## src/rtl/ram_arbiter.sv

```systemverilog
// Two-requester arbiter in front of the single-port framebuffer ram.
// Reader has priority; a pending write is forced through after MAX_WAIT losses.
module ram_arbiter #(
    parameter int ADDR_W   = 17,
    parameter int DATA_W   = 8,
    parameter int DEPTH    = 98304,
    parameter int MAX_WAIT = 4
) (
    input  logic              clk,
    input  logic              reset,
    input  logic              rd_req,
    input  logic [ADDR_W-1:0] rd_addr,
    output logic              rd_ack,
    output logic              rd_valid,
    output logic [DATA_W-1:0] rd_data,
    input  logic              wr_req,
    input  logic [ADDR_W-1:0] wr_addr,
    input  logic [DATA_W-1:0] wr_data,
    output logic              wr_ack,
    output logic [ADDR_W-1:0] ram_addr,
    output logic [DATA_W-1:0] ram_wdata,
    output logic              ram_w_enable,
    input  logic [DATA_W-1:0] ram_rdata,
    output logic              err_oob
);

    localparam int CW = $clog2(MAX_WAIT + 1);
    localparam logic [CW-1:0] WAIT_MAX = CW'(MAX_WAIT);
    // One extra bit so a DEPTH of 2**ADDR_W still compares correctly.
    localparam logic [ADDR_W:0] LIMIT = (ADDR_W + 1)'(DEPTH);

    logic [CW-1:0] wait_q, wait_d;
    logic          rd_valid_q;
    logic          oob_rd_q, oob_rd_d;
    logic          err_oob_q, err_oob_d;
    logic          force_wr;
    logic          wr_oob;
    logic          rd_oob;

    assign wr_oob   = {1'b0, wr_addr} >= LIMIT;
    assign rd_oob   = {1'b0, rd_addr} >= LIMIT;
    assign force_wr = wr_req && (wait_q >= WAIT_MAX);

    // Grants are gated by reset so nothing reaches ram while held in reset.
    assign wr_ack = reset && wr_req && (!rd_req || force_wr);
    assign rd_ack = reset && rd_req && !wr_ack;

    assign ram_addr     = wr_ack ? wr_addr : rd_addr;
    assign ram_wdata    = wr_ack ? wr_data : '0;
    assign ram_w_enable = wr_ack && !wr_oob;

    always_comb begin
        wait_d = wait_q;
        if (!wr_req || wr_ack) begin
            wait_d = '0;
        end else if (wait_q < WAIT_MAX) begin
            wait_d = wait_q + 1'b1;
        end
    end

    assign oob_rd_d  = rd_ack && rd_oob;
    assign err_oob_d = (wr_ack && wr_oob) || oob_rd_d;

    always_ff @(posedge clk or negedge reset) begin
        if (!reset) begin
            wait_q     <= '0;
            rd_valid_q <= 1'b0;
            oob_rd_q   <= 1'b0;
            err_oob_q  <= 1'b0;
        end else begin
            wait_q     <= wait_d;
            rd_valid_q <= rd_ack;
            oob_rd_q   <= oob_rd_d;
            err_oob_q  <= err_oob_d;
        end
    end

    assign rd_valid = rd_valid_q;
    assign err_oob  = err_oob_q;
    assign rd_data  = (rd_valid_q && !oob_rd_q) ? ram_rdata : '0;

endmodule

```

## config.mk

```make
export PLATFORM = sky130hd
export DESIGN_NAME = ram_arbiter
export DESIGN_NICKNAME = d
export VERILOG_FILES = /design/src/rtl/ram_arbiter.sv
export SDC_FILE = /design/constraint.sdc
export NUM_CORES = 1
export LEC_CHECK = 0
export ABC_AREA = 1
export ABC_CLOCK_PERIOD_IN_PS = 1700
export BUFFER_PORTS_ARGS = -buffer_cell sky130_fd_sc_hd__clkbuf_2
export CORE_AREA = 3 3 51 53
export CTS_BUF_LIST = sky130_fd_sc_hd__clkbuf_4 sky130_fd_sc_hd__clkbuf_8
export CTS_CLUSTER_DIAMETER = 200
export DETAILED_ROUTE_END_ITERATION = 8
export DIE_AREA = 0 0 54 56
export PLACE_DENSITY = 0.8
export SYNTH_ARGS = -nofsm -noshare
export SYNTH_HDL_FRONTEND = slang
export SYNTH_SLANG_ARGS = --single-unit
```

## constraint.sdc

```tcl
create_clock -name clk -period 1.7 [get_ports clk]
set_input_delay 0.34 -clock clk [delete_from_list [all_inputs] [get_ports clk]]
set_output_delay 0.34 -clock clk [all_outputs]
set_load 0.02 [all_outputs]
```

==> results.toml <==
[cts]
cts.sinks = 6
cts_tree = "done"
h-tree-depth = 1
clk-insertion-delay-late_ns = 0.24
cts_made_buffers = 3
clkSlewWorstSetupHoldPaths_ns = 0.05
clockRootBuffer = "clkbuf_4"
clockBufferDepth = 2

[timing]
rsz0062_at_grt = "true"
final.min_clock_period_ns = 1.70
setup_viol = 0
fmax_mhz = 588
finalCritPeriodShare_pct = 100
max-slew-margin-rel_pct = 84.0
worst_pin_slew_ns = 0.239
report.final.slew_viol_count = 0
final_hold_viol_count = 0
skew_ns = 0.00573
setup_ws_ns = 0.000471

[synthesis]
synth_top_family_by_area = "simple AND/OR/NAND/NOR gates"
synth_seq_area_share_pct = 20.7
synth_mux_area_share_pct = 0
synth-simple-area-share_pct = 54.1
ys_ff_latch = 6
synth.area.top_cells = "nand2_1 32%, dfrtp_1 21%, nor2_4 14%"
synth_xor_area_share_pct = 1.21
syn_area_sq_um = 726
synth_top_area_cell = "nand2_1"
synth_compound_gate_area_share_pct = 3.28
avgSynthCellArea_sq_um = 5.90
netlist_instances = 123
syn_nets = 178
yosys_warnings = 0
synth_cell_types = 15
yosys.area.top_type_share_pct = 31.6
synth-adder-area-share_pct = 1.72

[drt]
vias = 1041
ant_nets = 0
dr.pass1.iters = 4
drc_errors = 0
first_iter_violations = 9
routedWlPerCell_um = 9.60
routed_via_density = 4.08
wl_mm = 2.45

[global_routing]
globalRouteMet3Util_pct = 2.41
busiest_layer = "met2"
grt_usage_pct = 14.2
use_met2_pct = 27.7
grt_pass1_vias = 924
antenna_found_initial = 0
use_met1_pct = 14.7
grt_pass1_wl_mm = 3.44
grt_max_degree = 16
grt.overflow.total = 0

[power]
internal_power_mw = 0.398
power_density_mw_per_mm2 = 445
p_clk_share_pct = 19.8
comb_power_share_pct = 55.2
leakagePower_nw = 0.979
pwr-share-seq_pct = 25.0
p_switching_mw = 0.240
p_sw_share_pct = 37.6
ir_drop_mv = 0.267
finalPower_mw = 0.638

[critical_path]
worstPathRequired_ns = 1.36
crit_slowest_cell = "dfrtp_1"
path_class = "reg -> out"
crit_buf_inv = 4
cp-start-kind = "register"
worstPathMaxFanout = 6
cp_top_family = "buffers and inverters"
endpoint_kind = "output port"
worstPathArrival_ns = 1.36
reg2reg_slack_ns = 0.64
path_cells = "inv_2 > nand2_2 > nand2_4 > buf_12 > buf_12 > nor2_4 > clkbuf_2"
cpMostUsedCell = "buf_12"
critPathMaxStageDelay_ns = 0.37

[layout]
antennaDiodeCount = 0
stdcell_area_sq_mm = 0.00144
drive_gt1_share_pct = 55.5
finalNetCount = 284
mostFrequentLayoutCells = "69 x clkbuf_2, 56 x nand2_1, 23 x inv_1, 19 x buf_4, 12 x nor2_1"
area_growth_pct = 97.8
final_common_cell = "clkbuf_2"

[placed_design]
dp_hpwl_mm = 1.85
io_buffers = 91
post-place-ws_ns = 0.0830
gp_congestion = 0.743
placed_area_sq_mm = 0.00123

[floorplanning]
die_w_um = 54
core_sq_mm = 0.00219
ios = 92
start_util_pct = 33.1
die_h_um = 56
dieArea_sq_mm = 0.00302
num_rows = 17

[job]
max_cap_viol_count = 0

[status]
status = "complete, no violations"

[hold_path]
min_path_type = "in -> async"
## cells by family after synthesis
| kind of cell | Yosys count |
|---|---|
| fa+ha+maj | 1 |
| xor+xnor | 1 |
| compound gates | 2 |
| simple gates | 85 |
| flops | 6 |
| buf+inv | 28 |
## area by class of cell
class                      instances  area [sq um]
inverter                          24          90.1
clock buffer                       3          22.5
multi-input combinational         89           455
fill                             220           756
sequential                         6           150
tap                               28          35.0
timing repair buffer             105           682
## power by group through the flow
stage	registers (mW)	clock network, mW	logic (mW)
after CTS	0.159	0.132	0.314
after floorplan	0.164	0	0.170
after global routing	0.161	0.139	0.387
after global placement	0.162	0	0.298
after detailed placement	0.162	0	0.301
final	0.159	0.127	0.352
## cells in the mapped netlist, drive strengths merged
cell type / instances
nor2: 21
inv: 24
ha: 1
buf: 4
xor2: 1
dfrtp: 6
a21oi: 1
nand3: 1
nand2: 63
a21boi: 1
## worst register-to-register path: stages, from the launching register on
cell and delay (ns):
dfrtp_1 0.39, inv_2 0.10, nand2_2 0.07, nand2_4 0.11, buf_12 0.14, nand2_1 0.09, nor2_1 0.10
## repair_timing
action / CTS / global route
pin swaps: 1 / 1
resized for setup: 1 / 50
setup endpoints to repair: 27 / 24
cloned: 0 / 1
setup buffers: 5 / 3
hold buffers: 0 / 0
## path summary, 6_finish.rpt
| kind | depth (start not counted) | start | endpoint |
|---|---|---|---|
| worst max-delay path | 7 | wait_q[2] | ram_wdata[6] |
| worst min-delay path | 2 | reset | wait_q[0] |
| worst max register to register | 6 | wait_q[2] | wait_q[1] |
| worst min register to register | 2 | wait_q[0] | wait_q[0] |
| max in group asynchronous | 2 | reset | oob_rd_q |
| min in group clk | 3 | wr_req | wait_q[0] |
## registers in the layout (all words and copies together), names as in the netlist
name / flops
oob_rd_q: 1
rd_valid: 1
wait_q: 3
err_oob: 1
## stage by stage
stage	util (%)	instances	hold slack (ns)	setup TNS, ns
floorplan	-	123	0.0444	0
global placement	56.2	243	0.267	0
detailed placement	56.2	243	0.274	0
CTS	59.6	251	0.0137	-0.000178
global route	65.5	255	0.0218	-0.372
finish	65.5	255	0.0185	0
## per-layer routing
layer  wire [um]  up-vias
met5           0        -
met4           0        0
met3         203        0
met2        1420       41
met1         825      442
li1            -      558
Power figures use the tool's default switching activity.
